==> src/rtl/button_conditioner_pkg.sv <==
// rtl/button_conditioner_pkg.sv - shared types, helpers and timing defaults for the button conditioner
// Contents:
//   btn_state_t : per-button hold/repeat state encoding
//   clog2       : ceiling log2 for sizing counters from parameters
//   DEFAULT_*   : timing constants for the 50 MHz Mojo clock
package button_conditioner_pkg;

  typedef enum logic [1:0] {
    IDLE      = 2'd0,
    HELD_WAIT = 2'd1,
    HELD_RPT  = 2'd2
  } btn_state_t;

  localparam int DEFAULT_N_BTN           = 5;
  localparam int DEFAULT_DEBOUNCE_CYCLES = 1000000;   // 20 ms
  localparam int DEFAULT_REPEAT_DELAY    = 25000000;  // 500 ms
  localparam int DEFAULT_REPEAT_PERIOD   = 5000000;   // 100 ms

  function automatic int clog2(input int value);
    int result;
    result = 0;
    for (int i = 0; i < 31; i++) begin
      if ((1 << i) < value) result = i + 1;
    end
    return result;
  endfunction

endpackage

==> src/rtl/button_channel.sv <==
// rtl/button_channel.sv - one button: 2-flop synchroniser, debouncer, edge pulses, auto-repeat
// Ports:
//   clk, rst : clock and asynchronous active-high reset
//   raw      : raw asynchronous button input
//   level    : debounced level
//   press    : one-cycle pulse on an accepted rising edge
//   rel      : one-cycle pulse on an accepted falling edge
//   rpt      : one-cycle auto-repeat pulse while held
module button_channel
  import button_conditioner_pkg::*;
#(
  parameter int DEBOUNCE_CYCLES = DEFAULT_DEBOUNCE_CYCLES,
  parameter int REPEAT_DELAY    = DEFAULT_REPEAT_DELAY,
  parameter int REPEAT_PERIOD   = DEFAULT_REPEAT_PERIOD,
  parameter int REPEAT_EN       = 1
) (
  input  logic clk,
  input  logic rst,
  input  logic raw,
  output logic level,
  output logic press,
  output logic rel,
  output logic rpt
);

  localparam int DBC_W  = clog2(DEBOUNCE_CYCLES);
  localparam int HC_MAX = (REPEAT_DELAY > REPEAT_PERIOD) ? REPEAT_DELAY : REPEAT_PERIOD;
  localparam int HC_W   = (clog2(HC_MAX) < 1) ? 1 : clog2(HC_MAX);

  localparam logic [DBC_W-1:0] DBC_LAST    = DBC_W'(DEBOUNCE_CYCLES - 1);
  localparam logic [HC_W-1:0]  DELAY_LAST  = HC_W'(REPEAT_DELAY - 1);
  localparam logic [HC_W-1:0]  PERIOD_LAST = HC_W'(REPEAT_PERIOD - 1);

  logic             s1, s2;
  logic [DBC_W-1:0] dbc;
  logic             differ, accept, rise_acc, fall_acc;

  btn_state_t       state, state_next;
  logic [HC_W-1:0]  hc, hc_next;
  logic             rpt_next;

  // s2 is the only copy of the button used past this point.
  always_ff @(posedge clk or posedge rst) begin
    if (rst) begin
      s1 <= 1'b0;
      s2 <= 1'b0;
    end else begin
      s1 <= raw;
      s2 <= s1;
    end
  end

  assign differ   = (s2 != level);
  assign accept   = differ && (dbc == DBC_LAST);
  assign rise_acc = accept && !level;
  assign fall_acc = accept && level;

  // Any sample agreeing with the current level restarts the count, which
  // is what rejects bounce and short glitches.
  always_ff @(posedge clk or posedge rst) begin
    if (rst) begin
      dbc   <= '0;
      level <= 1'b0;
      press <= 1'b0;
      rel   <= 1'b0;
    end else begin
      press <= rise_acc;
      rel   <= fall_acc;
      if (!differ || accept) dbc <= '0;
      else                   dbc <= dbc + 1'b1;
      if (accept) level <= s2;
    end
  end

  always_ff @(posedge clk or posedge rst) begin
    if (rst) begin
      state <= IDLE;
      hc    <= '0;
      rpt   <= 1'b0;
    end else begin
      state <= state_next;
      hc    <= hc_next;
      rpt   <= rpt_next;
    end
  end

  // A release accepted on the same edge as a repeat match wins; the
  // repeat is dropped. Press happens on entry to HELD_WAIT, so a repeat
  // can never coincide with it.
  always_comb begin
    state_next = state;
    hc_next    = hc;
    rpt_next   = 1'b0;
    case (state)
      IDLE: begin
        if (rise_acc) begin
          state_next = HELD_WAIT;
          hc_next    = '0;
        end
      end
      HELD_WAIT: begin
        if (fall_acc) begin
          state_next = IDLE;
          hc_next    = '0;
        end else if (hc == DELAY_LAST) begin
          // With repeat disabled hc simply parks here instead of wrapping.
          if (REPEAT_EN != 0) begin
            rpt_next   = 1'b1;
            hc_next    = '0;
            state_next = HELD_RPT;
          end
        end else begin
          hc_next = hc + 1'b1;
        end
      end
      HELD_RPT: begin
        if (fall_acc) begin
          state_next = IDLE;
          hc_next    = '0;
        end else if (hc == PERIOD_LAST) begin
          rpt_next = 1'b1;
          hc_next  = '0;
        end else begin
          hc_next = hc + 1'b1;
        end
      end
      default: begin
        state_next = IDLE;
        hc_next    = '0;
      end
    endcase
  end

endmodule

==> src/rtl/button_conditioner.sv <==
// rtl/button_conditioner.sv - conditions N_BTN raw push-buttons into levels and move events
// Ports:
//   clk, rst    : 50 MHz clock and asynchronous active-high reset
//   btn_raw     : raw asynchronous buttons (0 up, 1 center, 2 down, 3 left, 4 right)
//   btn_level   : debounced levels
//   btn_press   : one-cycle pulse per accepted press
//   btn_release : one-cycle pulse per accepted release
//   btn_repeat  : one-cycle auto-repeat pulses while held
//   btn_event   : press or repeat, drives the tilesort direction inputs
module button_conditioner
  import button_conditioner_pkg::*;
#(
  parameter int N_BTN           = DEFAULT_N_BTN,
  parameter int DEBOUNCE_CYCLES = DEFAULT_DEBOUNCE_CYCLES,
  parameter int REPEAT_DELAY    = DEFAULT_REPEAT_DELAY,
  parameter int REPEAT_PERIOD   = DEFAULT_REPEAT_PERIOD,
  parameter int REPEAT_EN       = 1
) (
  input  logic             clk,
  input  logic             rst,
  input  logic [N_BTN-1:0] btn_raw,
  output logic [N_BTN-1:0] btn_level,
  output logic [N_BTN-1:0] btn_press,
  output logic [N_BTN-1:0] btn_release,
  output logic [N_BTN-1:0] btn_repeat,
  output logic [N_BTN-1:0] btn_event
);

  for (genvar i = 0; i < N_BTN; i++) begin : g_ch
    button_channel #(
      .DEBOUNCE_CYCLES (DEBOUNCE_CYCLES),
      .REPEAT_DELAY    (REPEAT_DELAY),
      .REPEAT_PERIOD   (REPEAT_PERIOD),
      .REPEAT_EN       (REPEAT_EN)
    ) u_ch (
      .clk   (clk),
      .rst   (rst),
      .raw   (btn_raw[i]),
      .level (btn_level[i]),
      .press (btn_press[i]),
      .rel   (btn_release[i]),
      .rpt   (btn_repeat[i])
    );
  end

  // Both terms are registered and mutually exclusive per bit.
  assign btn_event = btn_press | btn_repeat;

endmodule

==> config.mk <==
export PLATFORM = sky130hd
export DESIGN_NAME = button_conditioner
export DESIGN_NICKNAME = d
export VERILOG_FILES = /design/src/rtl/button_conditioner_pkg.sv /design/src/rtl/button_channel.sv /design/src/rtl/button_conditioner.sv
export SDC_FILE = /design/constraint.sdc
export NUM_CORES = 1
export LEC_CHECK = 0
export BUFFER_PORTS_ARGS = -buffer_cell sky130_fd_sc_hd__clkbuf_2
export CORE_UTILIZATION = 29
export CTS_BUF_LIST = sky130_fd_sc_hd__clkbuf_4 sky130_fd_sc_hd__clkbuf_8 sky130_fd_sc_hd__clkbuf_16
export CTS_CLUSTER_DIAMETER = 200
export DETAILED_ROUTE_END_ITERATION = 6
export HOLD_SLACK_MARGIN = 0.12
export PLACE_DENSITY = 0.54
export SLEW_MARGIN = 15
export SYNTH_ARGS = -nofsm -noshare
export SYNTH_HDL_FRONTEND = slang
export SYNTH_SLANG_ARGS = --single-unit
==> constraint.sdc <==
create_clock -name clk -period 8.5 [get_ports clk]
set_input_delay 1.7 -clock clk [delete_from_list [all_inputs] [get_ports clk]]
set_output_delay 1.7 -clock clk [all_outputs]
set_load 0.02 [all_outputs]
==> results of run 1 <==
synth_stat cells (all sizes together), types with 6 or more instances:
cell,number,share of area
dfrtp,265,0.47
nor2,205,0.055
nand2,165,0.045
nand3,135,0.048
xor2,68,0.042
nand4,63,0.030
xnor2,51,0.032
o21ai,49,0.018
and3,42,0.019
o311ai,38,0.026
nor3,34,0.012
buf,33,0.017
inv,32,0.0086
clkbuf,31,0.0083
ha,25,0.022
and2,23,0.010
a21oi,21,0.0080
nor4,21,0.0094
and4,19,0.012
o31ai,14,0.0078
a22o,12,0.0075
nor4b,12,0.0079
a31oi,11,0.0049
or2,11,0.0049
or4,11,0.0061
nand2b,10,0.0045
or3,10,0.0045
a21o,9,0.0048
nor2b,8,0.0036
o41ai,8,0.0079
mux2,6,0.0048
metal layers:
metal / global-route usage / vias up / part of all wire
met1: 0.168 / 5269 / 0.49
met4: 0.0323 / 0 / 0.018
met3: 0.0188 / 36 / 0.035
met5: 0 / - / 0
met2: 0.199 / 112 / 0.45
li1: - / 5393 / -
flip-flops by register name (all words and copies together), names as in the netlist:
register	count
g_ch.u_ch.state	10
g_ch.u_ch.dbc	100
g_ch.u_ch.rel	5
g_ch.u_ch.hc	125
g_ch.u_ch.press	5
g_ch.u_ch.level	5
g_ch.u_ch.s1	5
g_ch.u_ch.rpt	5
g_ch.u_ch.s2	5
report_power, final:
part	switching (mW)	internal [mW]	leakage [nW]	total, mW
clock	0.532	0.877	0.547	1.41
combinational	0.0390	0.00987	2.22	0.0489
sequential	0.00701	1.27	3.67	1.28
stage by stage:
stage / utilization / hold slack [ns] / cells / area [um2] / setup WS [ns]
finish: 0.331 / 0.352 / 2144 / 15800 / 5.37
global route: 0.331 / 0.355 / 2144 / 15800 / 5.22
CTS: 0.331 / 0.353 / 2144 / 15800 / 5.32
detailed placement: 0.308 / 0.339 / 2089 / 14700 / 5.19
global placement: 0.308 / 0.336 / 2089 / 14700 / 5.21
floorplan: - / 0.331 / 1498 / 14000 / 3.30
final cells by class:
| cell class | instances | area share |
|---|---|---|
| multi-input combinational | 1137 | 0.439 |
| sequential | 265 | 0.420 |
| inverter | 32 | 0.00784 |
| clock inverter | 14 | 0.0137 |
| clock buffer | 41 | 0.0559 |
| tap | 615 | 0.0487 |
| timing repair buffer | 40 | 0.0149 |
worst min-delay path by stage:
| stage | slack, ns | endpoint | cells past startpoint |
|---|---|---|---|
| after floorplan | 0.33 | g_ch[0].u_ch.s2 | 0 |
| after global placement | 0.34 | g_ch[0].u_ch.s2 | 0 |
| after detailed placement | 0.34 | g_ch[4].u_ch.s2 | 0 |
| after CTS | 0.35 | g_ch[1].u_ch.s2 | 0 |
| after global routing | 0.36 | g_ch[4].u_ch.s2 | 0 |
| final | 0.35 | g_ch[4].u_ch.s2 | 0 |
critical path: cells and delay by family (launching register included):
kind | cells | cell delay [ns]
simple gates | 1 | 0.30
buf+inv | 1 | 0.15
flops | 1 | 0.40
logic make-up after synthesis:
family | Yosys count | synth area share
AOI/OAI and AO/OA | 188 | 0.102
buffers and inverters | 96 | 0.0337
xor gates and xnor gates | 119 | 0.0742
adders and majority gates | 25 | 0.0223
DFF | 265 | 0.472
muxes | 9 | 0.00695
and+or+nand+nor | 796 | 0.289
==> impl_metrics.env, run 1 <==
export IMPL_clkSinkCount=265
export IMPL_ys_types=74
export IMPL_synth_edff_count=0
export IMPL_fp_dieH_um=222
export IMPL_ys_warnings_count=0
export IMPL_cts_setup_buffers=0
export IMPL_worstSkewPairLatency_ns=0.57
export IMPL_syn_to_final_growth_pct=12.5
export IMPL_endpoint_kind="output port"
export IMPL_power_leakage_nw=6.44
export IMPL_r2r_end="g_ch[0].u_ch.hc[4]"
export IMPL_grtUsageTotal=0.122
export IMPL_fin_tns_setup_ns=0
export IMPL_hold_buffers=0
export IMPL_peakVddDrop_uv=151
export IMPL_grt_max_degree=160
export IMPL_clockBufferDepth=3
export IMPL_critPathMaxStageDelay_ns=0.40
export IMPL_syn_area_mm2=0.0140
export IMPL_crit_arrival_ns=1.43
export IMPL_slew_violations=0
export IMPL_wl_per_cell_um=13.9
export IMPL_cp_start_kind="flop"
export IMPL_endpoint="btn_event[2]"
export IMPL_cts_buffers=30
export IMPL_final_common_cell="dfrtp_1"
export IMPL_first_iter_violations=632
export IMPL_rr_worst_depth=7
export IMPL_regArea_mm2=0.00663
export IMPL_via_per_inst=5.04
export IMPL_hold_viol=0
export IMPL_path_clk_slew_ns=0.06
export IMPL_yosysSeqAreaShare=0.472
export IMPL_drv_cap=0
export IMPL_cts_tree="built"
export IMPL_fmaxAchievable_mhz=320
export IMPL_vias=10800
export IMPL_gp_congestion=0.802
export IMPL_drc_errors=0
export IMPL_syn_num_nets=1530
export IMPL_post_cts_resized=0
export IMPL_die_area_mm2=0.0493
export IMPL_r2r_start="g_ch[0].u_ch.hc[0]"
export IMPL_tightest_slew_ns=1.07
export IMPL_postSynthCellCount=1498
export IMPL_io_pins=32
export IMPL_drt_total_wl_mm=29.9
export IMPL_crit_type="flop to output port"
export IMPL_fill_cells=4850
export IMPL_cts_htree_levels=1
export IMPL_r2r_slack_ns=5.46
export IMPL_period_share=0.368
export IMPL_min_delay_start="g_ch[4].u_ch.s1"
export IMPL_rsz0062_at_grt="no"
export IMPL_power_density_mw_per_mm2=173
export IMPL_crit_fanout=2
export IMPL_multi_input_area_mm2=0.00694
export IMPL_overflow=0
export IMPL_synth_seq_cells=265
export IMPL_synthFlopType="dfrtp_1"
export IMPL_initial_core_util=0.294
export IMPL_nets=1538
export IMPL_grt_pass1_wl_mm=51.8
export IMPL_drtPass1Iterations=5
export IMPL_relSlewSlack=0.284
export IMPL_crit_chain="or2_2 -> clkbuf_2"
export IMPL_fin_skew_ns=0.0173
export IMPL_finalCriticalPeriod_ns=3.13
export IMPL_antenna_cells=0
export IMPL_drive_gt1_frac=0.0916
export IMPL_layout_common_cells="dfrtp_1 (265), nor2_1 (204), nand2_1 (161)"
export IMPL_cpMaxStageDelayCell="dfrtp_1"
export IMPL_finalSetupViolations=0
export IMPL_worst_ep_required_time_ns=6.80
export IMPL_die_w_um=222
export IMPL_crit_start="g_ch[2].u_ch.rpt"
export IMPL_grt_pass1_vias=10400
export IMPL_hpwl_mm=19.7
export IMPL_rows=80
export IMPL_antenna_found_initial=0
export IMPL_core_area_mm2=0.0477
export IMPL_syn_area_per_cell_um2=9.37
export IMPL_finalPower_mw=2.73
export IMPL_cts_root_buffer="clkbuf_16"
export IMPL_async_reset_ff_frac=1.00
export IMPL_status="finished clean"
export IMPL_final_antenna_net_count=0
export IMPL_hold_class="flop to flop"
export IMPL_io_buffers=31
Note: power is estimated with default switching activity, not from simulation.
==> run 2: changes to the inputs <==
--- a/config.mk
+++ b/config.mk
@@ -5,6 +5,7 @@
 export SDC_FILE = /design/constraint.sdc
 export NUM_CORES = 1
 export LEC_CHECK = 0
+export ABC_AREA = 1
 export BUFFER_PORTS_ARGS = -buffer_cell sky130_fd_sc_hd__clkbuf_2
 export CORE_UTILIZATION = 29
 export CTS_BUF_LIST = sky130_fd_sc_hd__clkbuf_4 sky130_fd_sc_hd__clkbuf_8 sky130_fd_sc_hd__clkbuf_16
==> constraint.sdc (replaced) <==
create_clock -name clk -period 2.67 [get_ports clk]
set_input_delay 0.534 -clock clk [delete_from_list [all_inputs] [get_ports clk]]
set_output_delay 0.534 -clock clk [all_outputs]
set_load 0.02 [all_outputs]
==> impl_metrics.env, run 2 <==
export IMPL_dp_cells=2799
export IMPL_clkSinkCount=265
export IMPL_endpoint_kind="flop"
export IMPL_postSynthCellCount=2122
export IMPL_synth_edff_count=0
export IMPL_cts_buffers=35
export IMPL_post_cts_resized=0
export IMPL_status="finished clean"
export IMPL_hold_path_depth=0
export IMPL_synth_seq_cells=265
export IMPL_peakVddDrop_uv=290
export IMPL_r2r_start="g_ch[4].u_ch.dbc[0]"
export IMPL_final_common_cell="nand2_1"
export IMPL_rsz0062_at_grt="no"
export IMPL_drc_errors=0
export IMPL_finalSetupViolations=0
export IMPL_ys_warnings_count=0
export IMPL_antenna_found_initial=0
export IMPL_largest_reg_flops=125
export IMPL_fill_cells=5703
export IMPL_slew_violations=0
export IMPL_yosysSeqAreaShare=0.420
export IMPL_final_antenna_net_count=0
export IMPL_grt_pass1_wl_mm=61.4
export IMPL_hold_class="flop to flop"
export IMPL_power_density_mw_per_mm2=501
export IMPL_ys_types=43
export IMPL_period_share=0.865
export IMPL_grt_max_degree=97
export IMPL_relSlewSlack=0.315
export IMPL_finalPower_mw=8.90
export IMPL_worstSkewPairLatency_ns=0.55
export IMPL_initial_core_util=0.294
export IMPL_syn_to_final_growth_pct=12.5
export IMPL_layout_setup_ws_ns=0.360
export IMPL_synth_most_common_cell="nand2_1"
export IMPL_hold_viol=0
export IMPL_yosysTopAreaCell="dfrtp_1"
export IMPL_drive_gt1_frac=0.0982
export IMPL_synth_common_cells="nand2_1 (518), nor2_1 (307), dfrtp_1 (265)"
export IMPL_syn_area_mm2=0.0158
export IMPL_clockBufferDepth=3
export IMPL_core_area_mm2=0.0538
export IMPL_syn_area_per_cell_um2=7.45
export IMPL_fmaxAchievable_mhz=433
export IMPL_final_util=0.330
export IMPL_wl_per_cell_um=12.2
export IMPL_via_per_inst=4.64
export IMPL_hold_slack_ns=0.345
export IMPL_place_area_mm2=0.0166
export IMPL_gp_congestion=0.887
export IMPL_layout_common_cells="nand2_1 (518), nor2_1 (307), dfrtp_1 (265)"
export IMPL_fin_skew_ns=0.0255
export IMPL_drtPass1Iterations=6
export IMPL_vias=13300
export IMPL_cts_setup_buffers=0
export IMPL_final_area_mm2=0.0178
export IMPL_synth_top_area_frac=0.420
export IMPL_hold_buffers=6
export IMPL_synth_area_top_cells="dfrtp_1 (42%), nand2_1 (12%), nor2_1 (7.3%), inv_1 (5.8%), nand3_1 (5.1%)"
export IMPL_first_iter_violations=810
export IMPL_pre_cts_ws_ns=0.349
export IMPL_io_buffers=31
export IMPL_cp_start_kind="flop"
export IMPL_tightest_slew_ns=1.03
export IMPL_r2r_end="g_ch[4].u_ch.hc[2]"
export IMPL_crit_type="flop to flop"
export IMPL_cts_root_buffer="clkbuf_16"
export IMPL_grt_pass1_vias=12900
export IMPL_syn_num_nets=2154
export IMPL_worst_ep_required_time_ns=3.14
export IMPL_finalCriticalPeriod_ns=2.31
export IMPL_drt_total_wl_mm=35.1
export IMPL_rr_worst_depth=11
export IMPL_io_pins=32
export IMPL_r2r_slack_ns=0.36
export IMPL_largest_register="g_ch.u_ch.hc"
export IMPL_async_reset_ff_frac=1.00
export IMPL_power_leakage_nw=8.04
export IMPL_min_delay_start="g_ch[2].u_ch.s1"
export IMPL_hpwl_mm=24.8
export IMPL_largestRegisters="g_ch.u_ch.hc (125), g_ch.u_ch.dbc (100), g_ch.u_ch.state (10)"
export IMPL_crit_arrival_ns=2.78
export IMPL_drv_cap=0
export IMPL_crit_fanout=27
export IMPL_cts_htree_levels=2
export IMPL_die_area_mm2=0.0554
export IMPL_nets=2178
export IMPL_synthFlopType="dfrtp_1"
export IMPL_cts_tree="built"
export IMPL_holdPathEnd="g_ch[2].u_ch.s2"
export IMPL_path_clk_slew_ns=0.05
export IMPL_stdcell_count=2866
export IMPL_fin_tns_setup_ns=0
export IMPL_fp_dieH_um=235
export IMPL_overflow=0
export IMPL_die_w_um=235
export IMPL_rows=85
export IMPL_grtUsageTotal=0.130
export IMPL_antenna_cells=0
==> run 2: worst max path at each step <==
stage	from	end	slack (ns)	cells past startpoint
after CTS	g_ch[4].u_ch.dbc[0]	g_ch[4].u_ch.hc[2]	0.32	11
after global routing	g_ch[4].u_ch.dbc[0]	g_ch[4].u_ch.hc[20]	0.09	11
after floorplan	rst	g_ch[0].u_ch.dbc[0]	-1.36	1
after global placement	g_ch[3].u_ch.hc[0]	g_ch[3].u_ch.hc[20]	0.44	12
final	g_ch[4].u_ch.dbc[0]	g_ch[4].u_ch.hc[2]	0.36	11
after detailed placement	g_ch[4].u_ch.dbc[0]	g_ch[4].u_ch.hc[2]	0.35	11
==> run 2: where the power goes <==
group / total (mW) / internal [mW] / switching, mW
Sequential: 4.06 / 4.04 / 0.0173
Combinational: 0.169 / 0.0400 / 0.129
Clock: 4.67 / 2.87 / 1.80
Total: 8.90 / 6.96 / 1.94
==> run 2: cell type report <==
cell class / instances / area [um2] / area share
multi-input combinational: 1536 / 7810 / 0.440
clock inverter: 11 / 121 / 0.00683
tap: 696 / 871 / 0.0490
clock buffer: 50 / 1030 / 0.0577
timing repair buffer: 46 / 320 / 0.0180
inverter: 262 / 990 / 0.0557
sequential: 265 / 6630 / 0.373
==> run 2: layer usage <==
layer  part of all wire  global-route usage
met1               0.49               0.175
met2               0.46               0.211
met5                  0                   0
met3              0.035              0.0195
met4              0.022              0.0450
==> run 2: cells by family after synthesis <==
kind of cell    after synthesis  synth area share
fa+ha+maj                    25            0.0198
buf+inv                     321            0.0858
flops                       265             0.420
xor+xnor                    109            0.0604
compound gates              188            0.0716
simple gates               1214             0.343
==> run 2: critical path: stages, from the launching register on <==
cell and delay (ns):
dfrtp_1 0.37, ha_1 0.19, nand2_1 0.07, nor2_2 0.17
inv_2 0.06, nor2_4 0.12, nand4_1 0.13, nand2_1 0.12
inv_2 0.21, nor2_4 0.54, nand3_1 0.15, nand2_1 0.09
==> run 3: changes to the inputs <==
--- a/config.mk
+++ b/config.mk
@@ -12,8 +12,9 @@
 export CTS_CLUSTER_DIAMETER = 200
 export DETAILED_ROUTE_END_ITERATION = 6
 export HOLD_SLACK_MARGIN = 0.12
-export PLACE_DENSITY = 0.54
+export PLACE_DENSITY = 0.53
 export SLEW_MARGIN = 15
 export SYNTH_ARGS = -nofsm -noshare
 export SYNTH_HDL_FRONTEND = slang
+export SYNTH_HIERARCHICAL = 1
 export SYNTH_SLANG_ARGS = --single-unit
==> impl_metrics.env, run 3 <==
export IMPL_power_density_mw_per_mm2=477
export IMPL_syn_to_final_growth_pct=13.0
export IMPL_p_sw_frac=0.219
export IMPL_ys_types=35
export IMPL_drive_gt1_frac=0.126
export IMPL_place_area_mm2=0.0180
export IMPL_postSynthCellCount=2426
export IMPL_final_antenna_net_count=0
export IMPL_synth_edff_count=0
export IMPL_rr_worst_depth=8
export IMPL_initial_core_util=0.295
export IMPL_tightest_slew_ns=0.712
export IMPL_crit_fanout=15
export IMPL_layout_common_cells="nand2_1 (871), nor2_1 (390), dfrtp_1 (265)"
export IMPL_via_per_inst=4.51
export IMPL_drt_total_wl_mm=38.5
export IMPL_rows=88
export IMPL_cts_root_buffer="clkbuf_16"
export IMPL_clkSinkCount=265
export IMPL_clockBufferDepth=3
export IMPL_cp_start_kind="flop"
export IMPL_crit_start="g_ch[3].u_ch/dbc[0]"
export IMPL_cell_internal_pwr_mw=7.20
export IMPL_endpoint="g_ch[3].u_ch/dbc[10]"
export IMPL_drtPass1Iterations=5
export IMPL_relSlewSlack=0.525
export IMPL_hpwl_mm=28.2
export IMPL_hold_class="flop to flop"
export IMPL_worstSkewPairLatency_ns=0.54
export IMPL_crit_type="flop to flop"
export IMPL_syn_num_nets=2458
export IMPL_finalPower_mw=9.22
export IMPL_vias=14700
export IMPL_syn_area_mm2=0.0171
export IMPL_wl_per_cell_um=11.8
export IMPL_core_area_mm2=0.0579
export IMPL_final_area_mm2=0.0193
export IMPL_rsz0062_at_grt="no"
export IMPL_pre_cts_ws_ns=0.625
export IMPL_drv_cap=0
export IMPL_synth_seq_cells=265
export IMPL_largest_register="g_ch.u_ch/hc"
export IMPL_fill_cells=6247
export IMPL_synth_area_top_cells="dfrtp_1 (39%), nand2_1 (19%), nor2_1 (8.6%), inv_1 (4.8%), xor2_1 (4.1%)"
export IMPL_stdcell_count=3264
export IMPL_grt_pass1_vias=14400
export IMPL_fmaxAchievable_mhz=490
export IMPL_endpoint_kind="flop"
export IMPL_largest_reg_flops=125
export IMPL_io_pins=32
export IMPL_r2r_slack_ns=0.63
export IMPL_gp_congestion=0.877
export IMPL_ys_warnings_count=6
export IMPL_final_common_cell="nand2_1"
export IMPL_syn_area_per_cell_um2=7.05
export IMPL_peakVddDrop_uv=441
export IMPL_worst_ep_required_time_ns=3.08
export IMPL_finalSetupViolations=0
export IMPL_cts_htree_levels=2
export IMPL_largestRegisters="g_ch.u_ch/hc (125), g_ch.u_ch/dbc (100), g_ch.u_ch/state (10)"
export IMPL_cts_tree="built"
export IMPL_die_w_um=245
export IMPL_io_buffers=31
export IMPL_synth_most_common_cell="nand2_1"
export IMPL_period_share=0.765
export IMPL_path_clk_slew_ns=0.06
export IMPL_slew_violations=0
export IMPL_grtUsageTotal=0.133
export IMPL_r2r_start="g_ch[3].u_ch/dbc[0]"
export IMPL_cts_buffers=35
export IMPL_combPwrFrac=0.020
export IMPL_pwr_share_seq=0.441
export IMPL_antenna_found_initial=0
export IMPL_nets=2504
export IMPL_async_reset_ff_frac=1.00
export IMPL_synth_top_area_frac=0.388
export IMPL_fin_tns_setup_ns=0
export IMPL_finalCriticalPeriod_ns=2.04
export IMPL_grt_pass1_wl_mm=67.8
export IMPL_post_cts_resized=0
export IMPL_p_sw_mw=2.02
export IMPL_yosysTopAreaCell="dfrtp_1"
export IMPL_dp_cells=3194
export IMPL_p_clk_frac=0.539
export IMPL_power_leakage_nw=8.30
export IMPL_synthFlopType="dfrtp_1"
export IMPL_fp_dieH_um=245
export IMPL_status="finished clean"
export IMPL_first_iter_violations=924
export IMPL_overflow=0
export IMPL_grt_max_degree=44
export IMPL_antenna_cells=0
export IMPL_synth_common_cells="nand2_1 (871), nor2_1 (390), dfrtp_1 (265)"
export IMPL_yosysSeqAreaShare=0.388
export IMPL_hold_viol=0
export IMPL_crit_arrival_ns=2.45
export IMPL_die_area_mm2=0.0599
export IMPL_r2r_end="g_ch[3].u_ch/dbc[10]"
export IMPL_layout_setup_ws_ns=0.629
export IMPL_drc_errors=0
export IMPL_fin_skew_ns=0.0127
-- run 3: cell count changes after synthesis, sizes merged, moves of 9 or more --
cell,previous run,this run
o21ai,98,27
or2,11,0
clkbuf,15,5
nand3b,11,2
nor3,72,45
xnor2,22,43
inv,261,240
nor2,326,513
nand2,536,895
nand3,162,127
buf,44,30
nand4,81,63
a21oi,61,38
-- run 3: kinds of logic (layout without fill, tap and decap cells) --
group / after synthesis / in the layout / share of synthesized area
buffers and inverters: 276 / 349 / 0.0706
DFF: 265 / 265 / 0.388
xor gates and xnor gates: 124 / 124 / 0.0635
AOI/OAI and AO/OA: 74 / 74 / 0.0238
and+or+nand+nor: 1662 / 1662 / 0.436
adders and majority gates: 25 / 25 / 0.0183
-- run 3: how the worst min path moves through the flow --
stage | end | from | cells after the start
CTS | g_ch[2].u_ch/s2 | g_ch[2].u_ch/s1 | 0
finish | g_ch[0].u_ch/s2 | g_ch[0].u_ch/s1 | 0
floorplan | g_ch[0].u_ch/s2 | g_ch[0].u_ch/s1 | 0
detailed placement | g_ch[2].u_ch/s2 | g_ch[2].u_ch/s1 | 0
global route | g_ch[3].u_ch/s2 | g_ch[3].u_ch/s1 | 0
global placement | g_ch[2].u_ch/s2 | g_ch[2].u_ch/s1 | 0
-- run 3: area by class of cell --
cell class	instances	area (um2)	share of cell area
clock buffer	47	1030	0.0532
inverter	241	910	0.0471
sequential	265	6630	0.343
timing repair buffer	44	318	0.0165
multi-input combinational	1885	9260	0.479
clock inverter	17	216	0.0112
tap	765	957	0.0496
-- run 3: stage by stage --
step,util,hold WS [ns]
3_5_place_dp,0.311,0.336
4_1_cts,0.334,0.349
5_1_grt,0.334,0.358
2_1_floorplan,-,0.331
6_report,0.334,0.346
3_3_place_gp,0.311,0.335
-- run 3: what timing repair did --
item / 4_1_cts / 5_1_grt
hold buffers: 6 / 0
setup buffers: 0 / 0
hold endpoints to repair: 15 / 0
-- run 3: power groups by stage --
| stage | Clock (mW) | Sequential (mW) | Combinational [mW] |
|---|---|---|---|
| 2_1_floorplan | 0 | 4.13 | 0.119 |
| 3_3_place_gp | 0 | 4.13 | 0.182 |
| 3_5_place_dp | 0 | 4.13 | 0.187 |
| 4_1_cts | 5.18 | 4.06 | 0.195 |
| 5_1_grt | 5.32 | 4.06 | 0.220 |
| 6_report | 4.97 | 4.06 | 0.183 |
-- run 3: critical path, stage by stage, from the launching register on --
cell and delay [ns]:
dfrtp_1 0.37, ha_1 0.20, nand3_1 0.16, nor2_4 0.20, nand3_1 0.16, o21ai_2 0.30
inv_1 0.28, o21ai_0 0.17, a21oi_1 0.07
-- run 3: routing by layer --
| layer | up-vias | track usage | wire length [um] |
|---|---|---|---|
| met4 | 0 | 0.0507 | 989 |
| li1 | 7628 | - | - |
| met1 | 6842 | 0.175 | 18600 |
| met3 | 62 | 0.0185 | 1210 |
| met5 | - | 0 | 0 |
| met2 | 196 | 0.220 | 17700 |
